===== src/rtl/hintdec_unpack.sv =====
// Decodes the packed ML-DSA hint field into K polynomials of 256 hint bits, 4 bits per write.
// Optional build macro MLDSA_HINTDEC_EARLY_ABORT_EN ends the decode at the first malformed byte.
module hintdec_unpack #(
  parameter int unsigned OMEGA      = 75,
  parameter int unsigned K          = 8,
  parameter int unsigned SIG_ADDR_W = 5,
  parameter int unsigned MEM_ADDR_W = 10
) (
  input  logic                  clk,
  input  logic                  rst,
  input  logic                  zeroize,
  input  logic                  hintdec_en,
  input  logic [MEM_ADDR_W-1:0] dest_base_addr,
  output logic                  hint_rd_en,
  output logic [SIG_ADDR_W-1:0] hint_rd_addr,
  input  logic [31:0]           hint_rd_data,
  output logic                  mem_wr_en,
  output logic [MEM_ADDR_W-1:0] mem_wr_addr,
  output logic [3:0]            mem_wr_data,
  output logic                  busy,
  output logic                  hintdec_done,
  output logic                  hintdec_err
);

`ifdef MLDSA_HINTDEC_EARLY_ABORT_EN
  localparam bit EarlyAbort = 1'b1;
`else
  localparam bit EarlyAbort = 1'b0;
`endif

  localparam int unsigned IW       = (K > 1) ? $clog2(K) : 1;
  localparam logic [7:0]  OmegaB   = 8'(OMEGA);
  localparam logic [7:0]  CntLast  = 8'(OMEGA + K - 1);
  localparam logic [7:0]  PadLast  = 8'(OMEGA - 1);
  localparam logic [IW-1:0] PolyLast = IW'(K - 1);

  typedef enum logic [2:0] {
    HD_IDLE, HD_RD_CNT, HD_LOAD_IDX, HD_FLUSH, HD_CHK_PAD, HD_RD_MEM, HD_WAIT, HD_DONE
  } hd_state_e;

  hd_state_e             state_q, state_d, ret_q, ret_d;
  logic [7:0]            ptr_q;       // byte offset into the hint field
  logic [7:0]            prev_q;
  logic [7:0]            last_y_q;
  logic [7:0]            cnt_q [K];
  logic [IW-1:0]         i_q;
  logic [5:0]            j_q;
  logic [255:0]          bitmap_q;
  logic [31:0]           buf_q;
  logic [SIG_ADDR_W-1:0] buf_addr_q;
  logic                  buf_vld_q;
  logic [MEM_ADDR_W-1:0] base_q;
  logic                  err_q, cnt_bad_q;

  logic                  consume, err_set, cnt_bad_set;
  logic [SIG_ADDR_W-1:0] rd_word;
  logic                  byte_hit;
  logic [7:0]            cur_byte, cnt_cur;
  logic                  cnt_chk_fail, idx_order_fail;
  logic [IW-1:0]         cnt_sel;

  assign rd_word        = SIG_ADDR_W'(ptr_q >> 2);
  assign byte_hit       = buf_vld_q && (buf_addr_q == rd_word);
  assign cur_byte       = buf_q[{ptr_q[1:0], 3'b000} +: 8];
  assign cnt_cur        = cnt_q[i_q];
  assign cnt_chk_fail   = (cnt_cur < prev_q) || (cnt_cur > OmegaB);
  assign idx_order_fail = (ptr_q > prev_q) && (cur_byte <= last_y_q);
  assign cnt_sel        = IW'(ptr_q - OmegaB);

  always_comb begin
    state_d     = state_q;
    ret_d       = ret_q;
    consume     = 1'b0;
    err_set     = 1'b0;
    cnt_bad_set = 1'b0;
    case (state_q)
      HD_IDLE: if (hintdec_en) state_d = HD_RD_CNT;
      HD_RD_CNT: begin
        if (!byte_hit) begin
          state_d = HD_RD_MEM;
          ret_d   = HD_RD_CNT;
        end else begin
          consume = 1'b1;
          if (ptr_q == CntLast) state_d = HD_LOAD_IDX;
        end
      end
      HD_LOAD_IDX: begin
        if (cnt_bad_q) begin
          state_d = HD_FLUSH;
        end else if (cnt_chk_fail) begin
          err_set     = 1'b1;
          cnt_bad_set = 1'b1;
          state_d     = EarlyAbort ? HD_DONE : HD_FLUSH;
        end else if (ptr_q == cnt_cur) begin
          state_d = HD_FLUSH;
        end else if (!byte_hit) begin
          state_d = HD_RD_MEM;
          ret_d   = HD_LOAD_IDX;
        end else begin
          consume = 1'b1;
          if (idx_order_fail) begin
            err_set = 1'b1;
            if (EarlyAbort) state_d = HD_DONE;
          end
        end
      end
      HD_FLUSH: begin
        if (j_q == 6'd63) begin
          if (i_q != PolyLast)                   state_d = HD_LOAD_IDX;
          else if (cnt_bad_q || cnt_cur == OmegaB) state_d = HD_DONE;
          else                                   state_d = HD_CHK_PAD;
        end
      end
      HD_CHK_PAD: begin
        if (!byte_hit) begin
          state_d = HD_RD_MEM;
          ret_d   = HD_CHK_PAD;
        end else begin
          consume = 1'b1;
          if (cur_byte != 8'd0) begin
            err_set = 1'b1;
            if (EarlyAbort) state_d = HD_DONE;
          end
          if (ptr_q == PadLast) state_d = HD_DONE;
        end
      end
      HD_RD_MEM: state_d = HD_WAIT;
      HD_WAIT:   state_d = ret_q;
      HD_DONE:   state_d = HD_IDLE;
      default:   state_d = HD_IDLE;
    endcase
  end

  always_ff @(posedge clk) begin
    if (rst || zeroize) begin
      state_q    <= HD_IDLE;
      ret_q      <= HD_IDLE;
      ptr_q      <= '0;
      prev_q     <= '0;
      last_y_q   <= '0;
      for (int n = 0; n < int'(K); n++) cnt_q[n] <= '0;
      i_q        <= '0;
      j_q        <= '0;
      bitmap_q   <= '0;
      buf_q      <= '0;
      buf_addr_q <= '0;
      buf_vld_q  <= 1'b0;
      base_q     <= '0;
      err_q      <= 1'b0;
      cnt_bad_q  <= 1'b0;
    end else begin
      state_q <= state_d;
      ret_q   <= ret_d;
      if (err_set)     err_q     <= 1'b1;
      if (cnt_bad_set) cnt_bad_q <= 1'b1;
      case (state_q)
        HD_IDLE: begin
          if (hintdec_en) begin
            base_q    <= dest_base_addr;
            ptr_q     <= OmegaB;
            prev_q    <= '0;
            i_q       <= '0;
            j_q       <= '0;
            bitmap_q  <= '0;
            buf_vld_q <= 1'b0;
            err_q     <= 1'b0;
            cnt_bad_q <= 1'b0;
          end
        end
        HD_RD_CNT: begin
          if (consume) begin
            cnt_q[cnt_sel] <= cur_byte;
            ptr_q          <= (ptr_q == CntLast) ? 8'd0 : ptr_q + 8'd1;
          end
        end
        HD_LOAD_IDX: begin
          if (consume) begin
            bitmap_q[cur_byte] <= 1'b1;
            last_y_q           <= cur_byte;
            ptr_q              <= ptr_q + 8'd1;
          end
        end
        HD_FLUSH: begin
          j_q <= j_q + 6'd1;
          if (j_q == 6'd63) begin
            bitmap_q <= '0;
            prev_q   <= cnt_cur;
            if (i_q != PolyLast) i_q <= i_q + 1'b1;
          end
        end
        HD_CHK_PAD: if (consume) ptr_q <= ptr_q + 8'd1;
        HD_WAIT: begin
          buf_q      <= hint_rd_data;
          buf_addr_q <= rd_word;
          buf_vld_q  <= 1'b1;
        end
        default: ;
      endcase
    end
  end

  assign busy         = (state_q != HD_IDLE);
  assign hintdec_done = (state_q == HD_DONE);
  assign hintdec_err  = err_q && ((state_q == HD_DONE) || (state_q == HD_IDLE));
  assign hint_rd_en   = (state_q == HD_RD_MEM);
  assign hint_rd_addr = hint_rd_en ? rd_word : '0;
  assign mem_wr_en    = (state_q == HD_FLUSH);
  assign mem_wr_addr  = mem_wr_en ? base_q + MEM_ADDR_W'({i_q, j_q}) : '0;
  // A set error blanks every later write so no partial hint set leaks out.
  assign mem_wr_data  = (mem_wr_en && !err_q) ? bitmap_q[{j_q, 2'b00} +: 4] : 4'd0;

endmodule


===== config.mk =====
export PLATFORM = sky130hd
export DESIGN_NAME = hintdec_unpack
export DESIGN_NICKNAME = d
export VERILOG_FILES = /design/src/rtl/hintdec_unpack.sv
export SDC_FILE = /design/constraint.sdc
export NUM_CORES = 1
export LEC_CHECK = 0
export ABC_AREA = 1
export ABC_CLOCK_PERIOD_IN_PS = 4400
export CAP_MARGIN = 20
export CORE_ASPECT_RATIO = 0.9
export CORE_MARGIN = 1
export CORE_UTILIZATION = 30
export CTS_CLUSTER_DIAMETER = 150
export CTS_CLUSTER_SIZE = 16
export DETAILED_ROUTE_END_ITERATION = 8
export HOLD_SLACK_MARGIN = 0.02
export RECOVER_POWER = 25
export SETUP_SLACK_MARGIN = 0.15
export SLEW_MARGIN = 20
export SYNTH_ARGS = -nofsm -noshare
export SYNTH_HDL_FRONTEND = slang
export SYNTH_SLANG_ARGS = --single-unit

===== constraint.sdc =====
create_clock -name clk -period 4.4 [get_ports clk]
set_input_delay 0.44 -clock clk [delete_from_list [all_inputs] [get_ports clk]]
set_output_delay 0.44 -clock clk [all_outputs]
set_load 0.01 [all_outputs]

==> parameters.txt <==
Parameter                              Value

Routing
  DR iter-0 viols ... 1658
  Average detailed-routed wire length per instance ... 16.3 um
  Number of vias in the routed layout ... 19600
  Post-detailed-route DRC marker count ... 0
  Number of nets with antenna violations after routing ... 0
  Drt first pass iters ... 6
  Detail-routed via count per cell ... 4.97
  Sum of routed wire length over all layers ... 64.3 mm

Floorplanning
  Number of placement rows ... 93
  Num ports ... 70
  Initial core utilization ... 30.3%
  DIE AREA ... 73400 um2
  Die Width ... 286 um
  Height of the chip ... 257 um
  Placeable core region ... 71600 um2

Logic synthesis
  EDFF count, synth ... 64
  Largest area contributor in the synthesized netlist ... dfxtp_1
  Gate count after technology mapping ... 3023
  Share of synthesized cell area in full adder, half adder and majority cells ... 2.23%
  Most frequent cell after synthesis ... nand2_1
  Portion of netlist area occupied by mux cells ... 0%
  Primary flip-flop cell chosen by synthesis mapping ... dfxtp_1
  Avg Cell Area, Syn ... 7.18 um2
  Most used standard cells in the synthesized netlist ... nand2_1 (470), a21oi_1 (447), nor2_1 (414)
  Post-Syn Area ... 21700 um2
  Syn. warnings ... 0
  Share of the synthesized area in the top cell type ... 32.1%
  Area contributors post-synth ... dfxtp_1 (32%), a21oi_1 (10%), edfxtp_1 (8.9%)
  Post-synthesis async set-or-reset flop share ... 0%
  Synthesis-stage register bit count ... 412
  Simple-Gate Fraction of Synth Area ... 20.0%
  Number of distinct standard cells referenced by the synthesized netlist ... 42
  Post-synthesis net count ... 3107
  Proportion of synthesized chip area in sequential cells ... 41.0%
  Xor-xnor portion of the synthesized cell area ... 0.0807%
  Compound-gate portion of the synthesized area ... 25.3%
  Dominant combinational cell family by area after synthesis ... compound AO/OA/AOI/OAI gates

Timing
  Setup slack of the critical path after layout ... 0.435 ns
  Count of final setup violators ... 0
  Final hold slack ... 0.405 ns
  Final hold viol count ... 0
  Portion of the clock cycle consumed by the worst path in the final layout ... 90.1%
  Total Negative Setup Slacks ... 0 ns
  Final Slew Violations ... 157
  RSZ-0062 raised after global routing ... no
  Slew of the pin with the lowest slew margin ... 1.92 ns
  Clock period minus worst slack ... 3.96 ns
  Max Clock Freq ... 252 MHz
  Worst relative slew slack ... -28.2%
  Largest clock skew in the final design ... 0.0318 ns

Cells and area
  Area of all sequential standard cells ... 8890 um2
  Area of the multi-input gates ... 10400 um2
  Final core utilization ... 33.6%
  Final design area excluding fillers ... 24100 um2
  Number of nets in the layout ... 3075
  Area growth, synth to finish ... 10.8%
  Count of antenna diodes in the layout ... 0
  Finished Layout Cells ... 3948
  Filler cells ... 7668
  Proportion of layout cells with a drive suffix above 1 ... 7.97%

Setup path
  Start-to-end type of the worst setup path ... in2reg
  Worst path cell trace ... dlygate4sd3_1 > nor2_1 > clkinvlp_2 > clkbuf_2 > a21oi_1
  Number of buffers and inverters on the critical path ... 3
  Req. time, crit path ... 4.83 ns
  Category of cells accounting for the largest share of critical-path delay ... buffers and inverters
  Element type at the critical path end ... register
  Slowest CP cell ... clkbuf_2
  Largest stage delay, worst path ... 1.24 ns
  Setup crit start kind ... input pin
  Data arrival time of the worst path ... 4.39 ns
  Maximum fanout encountered on the critical timing path ... 72

Global route
  Overall Global Routing Usage ... 17.1%
  Antenna violations before repair ... 0
  First-pass GRT wire length ... 102 mm
  Via count of the first global-routing pass ... 18100
  Overflow left after global routing ... 0
  Largest net degree at the start of global routing ... 103

Clock tree
  Clock tree sinks ... 412
  Clock Path Buffers ... 3
  Clock tree from TritonCTS ... built
  Clock slew at the register clock pins of the worst setup and hold paths ... 0.08 ns
  Clock buffer count from CTS ... 29
  H-Tree Depth ... 1
  Cell at the root of the clock tree ... clkbuf_16
  Clock insertion delay at the later pin of the skew report ... 0.61 ns
  Setup bufs post-CTS ... 0

Pwr
  P_leak ... 8.83 nW
  Pwr Density ... 290 nW/um2
  Peak supply drop ... 278 uV
  Final Power ... 6.99 mW

Placement
  Estimated wirelength of the detail-placed design ... 40.4 mm
  DP Cell Count ... 3910
  Quantity of I/O buffers inserted on ports ... 69
  Final RePlAce weighted congestion ... 0.866
  Placed Area ... 23300 um2
  Setup slack at placement ... 0.992 ns

Outcome
  Status ... complete, but fails checks
  Failing checks ... capacitance limit, slew limit

Hold path
  Tightest Hold Check Type ... in2reg

Run
  Max cap viols ... 2
==> metal layers <==
metal  track usage, %  part of all wire (%)  vias up
met4             4.07                   1.8        0
met2             27.5                    45      488
met1             24.6                    48     9182
met5                0                     0        -
li1                 -                     -     9869
met3             1.67                   5.5       81
==> what timing repair did <==
action / 4_1_cts / 5_1_grt
setup endpoints to repair: 0 / 1
hold buffers: 0 / 0
resized for setup: 0 / 1
==> worst reg2reg max path, stage by stage, from the launching register on <==
cell and delay (ns):
dfxtp_1 0.40, clkbuf_1 0.73, nand2_1 0.14, nand3_1 0.14
nand3_1 0.13, nand2_1 0.11, inv_1 0.08, ha_1 0.30
nand2_1 0.05, inv_1 0.04, nand2_1 0.05, nand2_1 0.06
nand2_1 0.05, nand2_1 0.13, nand4_4 0.26, nand2_2 0.16
buf_4 0.55, o21ai_0 0.24, nand2_1 0.09, inv_1 0.04
==> final cells by class <==
class / instances / area share [%]
inverter: 400 / 6.27
tap: 950 / 4.94
clock inverter: 2 / 0.161
clock buffer: 36 / 3.13
sequential: 412 / 37.0
timing repair buffer: 139 / 5.49
multi-input combinational: 2009 / 43.0
==> cells by family after synthesis <==
kind of cell	count (synthesis)
buffers and inverters	602
AND/OR/NAND/NOR	1078
XOR/XNOR	2
adder cells (fa/ha/maj)	38
AO/OA/AOI/OAI	891
flip-flops	412
==> cells in the final DEF (no fill, tap or decap), types with 5 or more instances in the layout <==
cell / instances
o22ai_1: 8
a21oi_1: 447
dlygate4sd3_1: 10
buf_12: 9
o21ai_1: 7
edfxtp_1: 64
o21ai_0: 247
nor2_2: 14
inv_1: 385
a211oi_2: 102
nand2_1: 468
inv_2: 8
dfxtp_1: 347
o211ai_1: 28
clkbuf_1: 9
nand4_1: 8
a211oi_1: 29
buf_4: 56
nor3_1: 10
clkbuf_16: 29
nor2_1: 413
clkdlybuf4s50_1: 59
a32oi_2: 5
nand3_1: 158
ha_1: 37
==> flip-flops by register name, indices dropped and copies added, names as in the netlist, named ones only <==
signal	count
cnt_bad_q	1
i_q	3
err_q	1
last_y_q	8
ret_q	3
bitmap_q	256
buf_q	32
ptr_q	8
prev_q	8
cnt_q	64
base_q	10
state_q	3
j_q	6
buf_addr_q	5
buf_vld_q	1
==> power breakdown <==
group,switching (mW),internal [mW]
combinational,0.360,0.136
sequential,0.0205,3.85
clock,1.37,1.25
total,1.75,5.23
==> path summary, 6_finish.rpt <==
kind	startpoint	slack, ns	cells past startpoint	to
worst min-delay path	dest_base_addr[4]	0.41	3	base_q[4]
worst max register to register	register	0.56	19	bitmap_q[91]
worst min register to register	bitmap_q[33]	0.45	2	bitmap_q[33]
worst max-delay path	zeroize	0.44	5	i_q[1]
Note: power is estimated with default switching activity, not from simulation.
